File: config.mk
export PLATFORM = sky130hd
export DESIGN_NAME = msx_mapper_bus_fsm_flat
export DESIGN_NICKNAME = d
export VERILOG_FILES = /design/src/rtl/msx_mapper_pkg.sv /design/src/rtl/msx_mapper_bus_fsm_if.sv /design/src/rtl/msx_bus_sync.sv /design/src/rtl/msx_mapper_bus_fsm.sv /design/src/flat_wrapper.sv
export SDC_FILE = /design/constraint.sdc
export NUM_CORES = 1
export LEC_CHECK = 0
export BUFFER_PORTS_ARGS = -buffer_cell sky130_fd_sc_hd__buf_4
export CORE_ASPECT_RATIO = 1.2
export CORE_MARGIN = 3
export CORE_UTILIZATION = 50
export DETAILED_ROUTE_END_ITERATION = 16
export GPL_ROUTABILITY_DRIVEN = 0
export PLACE_DENSITY = 0.74
export SYNTH_ARGS = -nofsm -noshare
export SYNTH_HDL_FRONTEND = slang
export SYNTH_SLANG_ARGS = --single-unit
File: constraint.sdc
create_clock -name clk_72m -period 3.5 [get_ports clk_72m]
set_input_delay 0 -clock clk_72m [delete_from_list [all_inputs] [get_ports clk_72m]]
set_output_delay 0 -clock clk_72m [all_outputs]
set_load 0.02 [all_outputs]
File: src/rtl/msx_mapper_pkg.sv
// msx_mapper_pkg: FSM states and reset constants shared by the mapper front end
package msx_mapper_pkg;
  typedef enum logic [2:0] {IDLE, IO_WR, IO_RD, MEM_REQ, MEM_WAIT, HOLD} state_t;
  localparam logic [7:0] MAPPER_PORT_BASE = 8'hFC;
  localparam logic [3:0][7:0] SEG_RESET = {8'h00, 8'h01, 8'h02, 8'h03};
  function automatic logic [7:0] seg_mask(int bits);
    return 8'((16'd1 << bits) - 16'd1);
  endfunction
endpackage

File: src/rtl/msx_mapper_bus_fsm_if.sv
// msx_mapper_bus_fsm_if: MSX slot bus plus PSRAM request channel
interface msx_mapper_bus_fsm_if #(parameter int SEG_BITS = 8);
  logic ex_bus_sltsl_n, ex_bus_mreq_n, ex_bus_iorq_n, ex_bus_rd_n, ex_bus_wr_n;
  logic [15:0] ex_bus_addr;
  logic [7:0] ex_bus_data_in, bus_data_out;
  logic bus_data_reverse;
  logic [SEG_BITS+13:0] psram_addr;
  logic [7:0] psram_din, psram_dout;
  logic psram_read, psram_write, psram_busy;
  modport slave (
    input ex_bus_sltsl_n, ex_bus_mreq_n, ex_bus_iorq_n, ex_bus_rd_n, ex_bus_wr_n,
    input ex_bus_addr, ex_bus_data_in, psram_busy, psram_dout,
    output bus_data_out, bus_data_reverse, psram_addr, psram_din, psram_read, psram_write
  );
  modport master (
    output ex_bus_sltsl_n, ex_bus_mreq_n, ex_bus_iorq_n, ex_bus_rd_n, ex_bus_wr_n,
    output ex_bus_addr, ex_bus_data_in, psram_busy, psram_dout,
    input bus_data_out, bus_data_reverse, psram_addr, psram_din, psram_read, psram_write
  );
endinterface

File: src/rtl/msx_bus_sync.sv
// msx_bus_sync: 2-FF synchronisers for the slot strobes with cycle start/release detect
module msx_bus_sync (
  input  logic       clk,
  input  logic       rst_n,
  input  logic [4:0] strobe_n,
  output logic       sltsl,
  output logic       mreq,
  output logic       iorq,
  output logic       rd,
  output logic       wr,
  output logic       start,
  output logic       released
);
  logic [4:0] s1, s2;
  logic act_q;
  // synchronise active-low strobes and remember last rd|wr for edge detect
  always_ff @(posedge clk or negedge rst_n)
    if (!rst_n) begin
      s1 <= '1;
      s2 <= '1;
      act_q <= 1'b0;
    end else begin
      s1 <= strobe_n;
      s2 <= s1;
      act_q <= rd | wr;
    end
  assign {sltsl, mreq, iorq, rd, wr} = ~s2;
  assign start = (rd | wr) & ~act_q;
  assign released = ~rd & ~wr;
endmodule

File: src/rtl/msx_mapper_bus_fsm.sv
// msx_mapper_bus_fsm: MSX mapper registers and slot-to-PSRAM cycle translator
module msx_mapper_bus_fsm
  import msx_mapper_pkg::*;
#(
  parameter int SEG_BITS = 8,
  parameter int TIMEOUT  = 64,
  parameter bit READBACK = 1'b1
) (
  input  logic                 clk_72m,
  input  logic                 bus_reset_n,
  msx_mapper_bus_fsm_if.slave  bus,
  output logic [7:0]           mapper_reg0,
  output logic [7:0]           mapper_reg1,
  output logic [7:0]           mapper_reg2,
  output logic [7:0]           mapper_reg3,
  output logic                 mapper_read,
  output logic                 mapper_write,
  input  logic                 check_clear,
  output logic [7:0]           check_fsm_counter_max
);
  localparam logic [7:0] MASK = seg_mask(SEG_BITS);
  localparam int TW = $clog2(TIMEOUT + 1);
  state_t state, state_nx;
  logic sltsl, mreq, iorq, rd, wr, start, released;
  logic [7:0] seg [4];
  logic [1:0] port_q;
  logic [7:0] data_q, occ, occ_nx;
  logic is_wr, rev_q, io_hit, is_io, is_mem, timer_done;
  logic [TW-1:0] timer;
  msx_bus_sync u_sync (
    .clk(clk_72m), .rst_n(bus_reset_n),
    .strobe_n({bus.ex_bus_sltsl_n, bus.ex_bus_mreq_n, bus.ex_bus_iorq_n, bus.ex_bus_rd_n, bus.ex_bus_wr_n}),
    .sltsl(sltsl), .mreq(mreq), .iorq(iorq), .rd(rd), .wr(wr), .start(start), .released(released)
  );
  assign io_hit = bus.ex_bus_addr[7:2] == MAPPER_PORT_BASE[7:2];
  assign is_io = iorq & ~mreq;
  assign is_mem = mreq & ~iorq & sltsl;
  assign timer_done = timer == TW'(TIMEOUT - 1);
  assign occ_nx = state == IDLE ? 8'd1 : occ == 8'hFF ? occ : occ + 8'd1;
  assign {mapper_reg0, mapper_reg1, mapper_reg2, mapper_reg3} = {seg[0], seg[1], seg[2], seg[3]};
  assign mapper_write = state == IO_WR;
  assign mapper_read = state == IO_RD;
  // gating with the synchronised strobe drops the bus driver the cycle rd_n is seen released
  assign bus.bus_data_reverse = rev_q & rd;
  // next-state decode; conflicting or foreign cycles park in HOLD untouched
  always_comb begin
    state_nx = state;
    case (state)
      IDLE:     if (start) state_nx = (is_io && wr && io_hit) ? IO_WR :
                                      (is_io && rd && io_hit && READBACK) ? IO_RD :
                                      is_mem ? MEM_REQ : HOLD;
      IO_WR,
      IO_RD:    state_nx = HOLD;
      MEM_REQ:  state_nx = bus.psram_busy ? MEM_WAIT : timer_done ? HOLD : MEM_REQ;
      MEM_WAIT: state_nx = (!bus.psram_busy || timer_done) ? HOLD : MEM_WAIT;
      default:  state_nx = released ? IDLE : HOLD;
    endcase
  end
  // state, mapper registers, PSRAM request and bus return path
  always_ff @(posedge clk_72m or negedge bus_reset_n)
    if (!bus_reset_n) begin
      state <= IDLE;
      for (int i = 0; i < 4; i++) seg[i] <= SEG_RESET[i] & MASK;
      port_q <= '0;
      data_q <= '0;
      is_wr <= 1'b0;
      rev_q <= 1'b0;
      timer <= '0;
      occ <= '0;
      check_fsm_counter_max <= '0;
      bus.bus_data_out <= '0;
      bus.psram_addr <= '0;
      bus.psram_din <= '0;
      bus.psram_read <= 1'b0;
      bus.psram_write <= 1'b0;
    end else begin
      state <= state_nx;
      timer <= state_nx != state ? '0 : timer + 1'b1;
      occ <= occ_nx;
      if (check_clear) check_fsm_counter_max <= '0;
      else if (state_nx == HOLD && state != HOLD && occ_nx > check_fsm_counter_max) check_fsm_counter_max <= occ_nx;
      if (state == IDLE && start) begin
        port_q <= bus.ex_bus_addr[1:0];
        data_q <= bus.ex_bus_data_in;
        is_wr <= wr;
      end
      if (state == IDLE && state_nx == MEM_REQ) begin
        bus.psram_addr <= {seg[bus.ex_bus_addr[15:14]][SEG_BITS-1:0], bus.ex_bus_addr[13:0]};
        bus.psram_din <= bus.ex_bus_data_in;
        bus.psram_read <= ~wr;
        bus.psram_write <= wr;
      end
      if (state == MEM_REQ && state_nx != MEM_REQ) begin
        bus.psram_read <= 1'b0;
        bus.psram_write <= 1'b0;
      end
      if (state == MEM_WAIT && !bus.psram_busy && !is_wr) begin
        bus.bus_data_out <= bus.psram_dout;
        rev_q <= rd;
      end
      if (state == IO_WR) seg[port_q] <= data_q & MASK;
      if (state == IO_RD) begin
        bus.bus_data_out <= seg[port_q];
        rev_q <= 1'b1;
      end
      if (state == HOLD && released) rev_q <= 1'b0;
    end
endmodule

File: src/flat_wrapper.sv
// flat-port wrapper written by rule: the top's interface ports become plain ports
module msx_mapper_bus_fsm_flat import msx_mapper_pkg::*;
#(
  parameter int SEG_BITS = 8,
  parameter int TIMEOUT  = 64,
  parameter bit READBACK = 1'b1
)
  (clk_72m, bus_reset_n, mapper_reg0, mapper_reg1, mapper_reg2, mapper_reg3, mapper_read, mapper_write, check_clear, check_fsm_counter_max, bus_ex_bus_sltsl_n, bus_ex_bus_mreq_n, bus_ex_bus_iorq_n, bus_ex_bus_rd_n, bus_ex_bus_wr_n, bus_ex_bus_addr, bus_ex_bus_data_in, bus_psram_busy, bus_psram_dout, bus_bus_data_out, bus_bus_data_reverse, bus_psram_addr, bus_psram_din, bus_psram_read, bus_psram_write);
  msx_mapper_bus_fsm_if #(.SEG_BITS(SEG_BITS)) bus_i ();
  input  logic clk_72m;
  input  logic bus_reset_n;
  output logic [7:0] mapper_reg0;
  output logic [7:0] mapper_reg1;
  output logic [7:0] mapper_reg2;
  output logic [7:0] mapper_reg3;
  output logic mapper_read;
  output logic mapper_write;
  input  logic check_clear;
  output logic [7:0] check_fsm_counter_max;
  input wire logic [$bits(bus_i.ex_bus_sltsl_n)-1:0] bus_ex_bus_sltsl_n;
  input wire logic [$bits(bus_i.ex_bus_mreq_n)-1:0] bus_ex_bus_mreq_n;
  input wire logic [$bits(bus_i.ex_bus_iorq_n)-1:0] bus_ex_bus_iorq_n;
  input wire logic [$bits(bus_i.ex_bus_rd_n)-1:0] bus_ex_bus_rd_n;
  input wire logic [$bits(bus_i.ex_bus_wr_n)-1:0] bus_ex_bus_wr_n;
  input wire logic [$bits(bus_i.ex_bus_addr)-1:0] bus_ex_bus_addr;
  input wire logic [$bits(bus_i.ex_bus_data_in)-1:0] bus_ex_bus_data_in;
  input wire logic [$bits(bus_i.psram_busy)-1:0] bus_psram_busy;
  input wire logic [$bits(bus_i.psram_dout)-1:0] bus_psram_dout;
  output wire logic [$bits(bus_i.bus_data_out)-1:0] bus_bus_data_out;
  output wire logic [$bits(bus_i.bus_data_reverse)-1:0] bus_bus_data_reverse;
  output wire logic [$bits(bus_i.psram_addr)-1:0] bus_psram_addr;
  output wire logic [$bits(bus_i.psram_din)-1:0] bus_psram_din;
  output wire logic [$bits(bus_i.psram_read)-1:0] bus_psram_read;
  output wire logic [$bits(bus_i.psram_write)-1:0] bus_psram_write;
  assign bus_i.ex_bus_sltsl_n = bus_ex_bus_sltsl_n;
  assign bus_i.ex_bus_mreq_n = bus_ex_bus_mreq_n;
  assign bus_i.ex_bus_iorq_n = bus_ex_bus_iorq_n;
  assign bus_i.ex_bus_rd_n = bus_ex_bus_rd_n;
  assign bus_i.ex_bus_wr_n = bus_ex_bus_wr_n;
  assign bus_i.ex_bus_addr = bus_ex_bus_addr;
  assign bus_i.ex_bus_data_in = bus_ex_bus_data_in;
  assign bus_i.psram_busy = bus_psram_busy;
  assign bus_i.psram_dout = bus_psram_dout;
  assign bus_bus_data_out = bus_i.bus_data_out;
  assign bus_bus_data_reverse = bus_i.bus_data_reverse;
  assign bus_psram_addr = bus_i.psram_addr;
  assign bus_psram_din = bus_i.psram_din;
  assign bus_psram_read = bus_i.psram_read;
  assign bus_psram_write = bus_i.psram_write;
  msx_mapper_bus_fsm #(.SEG_BITS(SEG_BITS), .TIMEOUT(TIMEOUT), .READBACK(READBACK)) u_core (.clk_72m(clk_72m), .bus_reset_n(bus_reset_n), .bus(bus_i), .mapper_reg0(mapper_reg0), .mapper_reg1(mapper_reg1), .mapper_reg2(mapper_reg2), .mapper_reg3(mapper_reg3), .mapper_read(mapper_read), .mapper_write(mapper_write), .check_clear(check_clear), .check_fsm_counter_max(check_fsm_counter_max));
endmodule
==> flow_metrics.tcl <==
set metrics [dict create \
    grt_pass1_wl_um 22200 \
    syn_area_per_cell_sq_um 13.4 \
    ir_worst_vdd_v 0.000440 \
    n_fill_cell 734 \
    numPlacedInstances 657 \
    max_cap_violations 0 \
    cp_max_fo 8 \
    wl_per_cell_um 18.9 \
    initial_core_util_pct 52.4 \
    relSlewSlack_pct 36.3 \
    ys_warn_count 0 \
    dr.first_iter.drc_count 240 \
    fp-row-count 41 \
    antenna_found_initial 0 \
    end_kind "flip-flop" \
    final_cell_mix "125 x buf_4, 107 x dfrtp_1, 70 x mux2_2" \
    timing.critical_path.buf_inv 0 \
    worst_pin_slew_ns 0.955 \
    drt-total-wl_um 13700 \
    cts_tree "done" \
    clock_sinks 121 \
    switching_share_pct 38.7 \
    insertion_delay_ns 0.42 \
    die_width_um 103 \
    drive_gt1_share_pct 46.2 \
    ys_types 61 \
    die_area_sq_um 12600 \
    p_per_area_nw_per_um2 872 \
    syn_nets 470 \
    grt_overflow 0 \
    tns_ns 0 \
    finalCritPeriodShare_pct 89.5 \
    syn_area_sq_um 5650 \
    die_h_um 122 \
    crit_path_max_incr_delay_ns 0.39 \
    ys_async_sr_fraction_pct 100 \
    synth_seq_cells 121 \
    io_pins 124 \
    worstPathArrival_ns 3.46 \
    p_seq_share_pct 35.8 \
    hpwlAfterDp_um 9490 \
    synth_edf_count 0 \
    crit_top_cell "ha_1" \
    stdcell_count 726 \
    setup_slack_ns 0.367 \
    post-route-min-period_ns 3.13 \
    cts_root_buffer "clkbuf_16" \
    finalSetupViolCount 0 \
    cp_slowest_cell "dfrtp_1" \
    hold_viol 0 \
    syn2layout_area_growth_pct 34.3 \
    crit_path_start_kind "flip-flop" \
    grt_usage_pct 23.2 \
    pwr-share-comb_pct 40.8 \
    finalHoldWorstSlack_ns 0.101 \
    fmax_mhz 319 \
    fin_util_pct 70.4 \
    placed_area_sq_um 6680 \
    synthFlopType "dfrtp_1" \
    first_global_vias 4306 \
    totalPowerFinal_mw 6.62 \
    cts_buffer_depth 2 \
    drv_slew 0 \
    core_sq_um 10800 \
    crit_type "flip-flop to flip-flop" \
    drc 0 \
    ys_seq_area_share_pct 53.9 \
    p_int_mw 4.05 \
    min_path_type "input pin to flip-flop" \
    crit_chain "ha_1 -> and4_1 -> nand4_1 -> mux2i_1 -> nor2_1 -> ha_1 -> nor2b_1 -> o31a_1 -> a211oi_2 -> o31a_4 -> o31ai_1 -> a21oi_1" \
    power.net_switching_mw 2.56 \
    fin_nets 633 \
    critical_path.top_delay_family "compound AO/OA/AOI/OAI gates" \
    avgViaCountPerCell 5.62 \
    synthCells 421 \
    crit_required_ns 3.83 \
    clkPwrFrac_pct 23.4 \
    dp_slack_ns 0.254 \
    skew_ns 0.0159 \
    diodes 0 \
    firstDrtPassIters 5 \
    layout.cells.most_common "buf_4" \
    rsz0062_at_grt "false" \
    vias 4078 \
    outcome "finished clean" \
    grt_max_degree 77 \
    numCtsBuffers 17 \
    ant_nets 0 \
    p_leak_nw 3.46 \
    final_cell_area_sq_um 7590 \
    cts_max_level 4 \
    portBuffers 123 \
    cts.clk_slew.worst_paths_ns 0.05 \
]
==> power by group through the flow <==
stage / sequential, mW / clock (mW) / combinational [mW]
6_report: 2.37 / 1.55 / 2.70
4_1_cts: 2.37 / 1.57 / 2.69
3_5_place_dp: 2.38 / 0 / 2.64
2_1_floorplan: 2.54 / 0 / 1.52
5_1_grt: 2.45 / 1.63 / 2.90
3_3_place_gp: 2.36 / 0 / 2.56
==> layer usage <==
| metal | track usage (%) | vias to the layer above | wire [um] |
|---|---|---|---|
| li1 | - | 1896 | - |
| met1 | 30.4 | 2069 | 5910 |
| met2 | 37.1 | 95 | 7000 |
| met5 | 0 | - | 0 |
| met4 | 8.18 | 0 | 249 |
| met3 | 6.20 | 18 | 561 |
==> synth_stat cells (all sizes together) (3+ instances only) <==
cell type / instances / share of area (%)
a211oi: 5 / 0.84
buf: 17 / 1.5
a21oi: 21 / 1.9
nand4: 10 / 1.1
nor2: 26 / 1.8
a31oi: 6 / 0.66
dfrtp: 107 / 47
xor2: 5 / 0.78
xnor2: 5 / 0.78
o21ai: 5 / 0.44
mux2i: 10 / 1.8
nand2: 11 / 0.78
ha: 8 / 1.8
nand3: 12 / 1.2
nand2b: 3 / 0.33
o31a: 3 / 0.62
nor2b: 4 / 0.44
dfstp: 14 / 6.5
nor3: 5 / 0.93
mux4: 16 / 6.4
o31ai: 9 / 1.4
and3: 5 / 0.55
mux2: 72 / 14
inv: 13 / 0.86
==> state kept, by name, summed over array words and instances, names as in the netlist, 2 cells and up <==
register and flops:
u_core.bus.bus_data_out 8, u_core.bus.psram_addr 22, u_core.bus.psram_din 8, u_core.check_fsm_counter_max 8, u_core.data_q 8, u_core.mapper_reg0 8, u_core.mapper_reg1 8, u_core.mapper_reg2 8
u_core.mapper_reg3 8, u_core.occ 8, u_core.port_q 2, u_core.state 3, u_core.timer 7, u_core.u_sync.s1 5, u_core.u_sync.s2 5
==> cell type report <==
type                            count  area [sq um]  area share (%)
Clock buffer                       18           429            5.66
Clock inverter                     14           104            1.37
Inverter                           13          48.8           0.643
Multi-Input combinational cell    268          2470            32.6
Sequential cell                   121          3050            40.1
Tap cell                          129           161            2.13
Timing Repair Buffer              163          1330            17.5
==> repair_timing <==
item                                    CTS  global route
endpoints found under the setup margin    0             5
hold buffers                             37             0
gates resized for setup                   0             1
buffers inserted                          0             0
endpoints found under the hold margin   119             0
==> tightest hold or removal path, cell delays in order <==
cell and delay (ns):
buf_4 0.11, a31oi_1 0.08, a22o_2 0.27
==> final timing paths <==
kind,cells after the start,endpoint,start,slack (ns)
worst max register to register,12,u_core.check_fsm_counter_max[2],u_core.occ[0],0.37
worst min-delay path,3,u_core.state[0],bus_psram_busy,0.10
min in group asynchronous,2,u_core.bus.psram_din[2],bus_reset_n,0.28
worst max-delay path,12,u_core.check_fsm_counter_max[2],u_core.occ[0],0.37
max in group asynchronous,3,u_core.u_sync.s2[2],bus_reset_n,2.41
worst min register to register,0,u_core.u_sync.s2[2],u_core.u_sync.s1[2],0.36
==> logic make-up (layout without fill, tap and decap cells) <==
group	Yosys count	in the layout	share of synthesized area, %
flip-flops	121	121	53.9
adder cells (fa/ha/maj)	8	8	1.77
XOR/XNOR	10	10	1.55
AO/OA/AOI/OAI	58	58	7.51
multiplexers	98	98	22.5
buffers and inverters	32	208	2.55
AND/OR/NAND/NOR	94	94	10.2
Note: power is estimated with default switching activity, not from simulation.
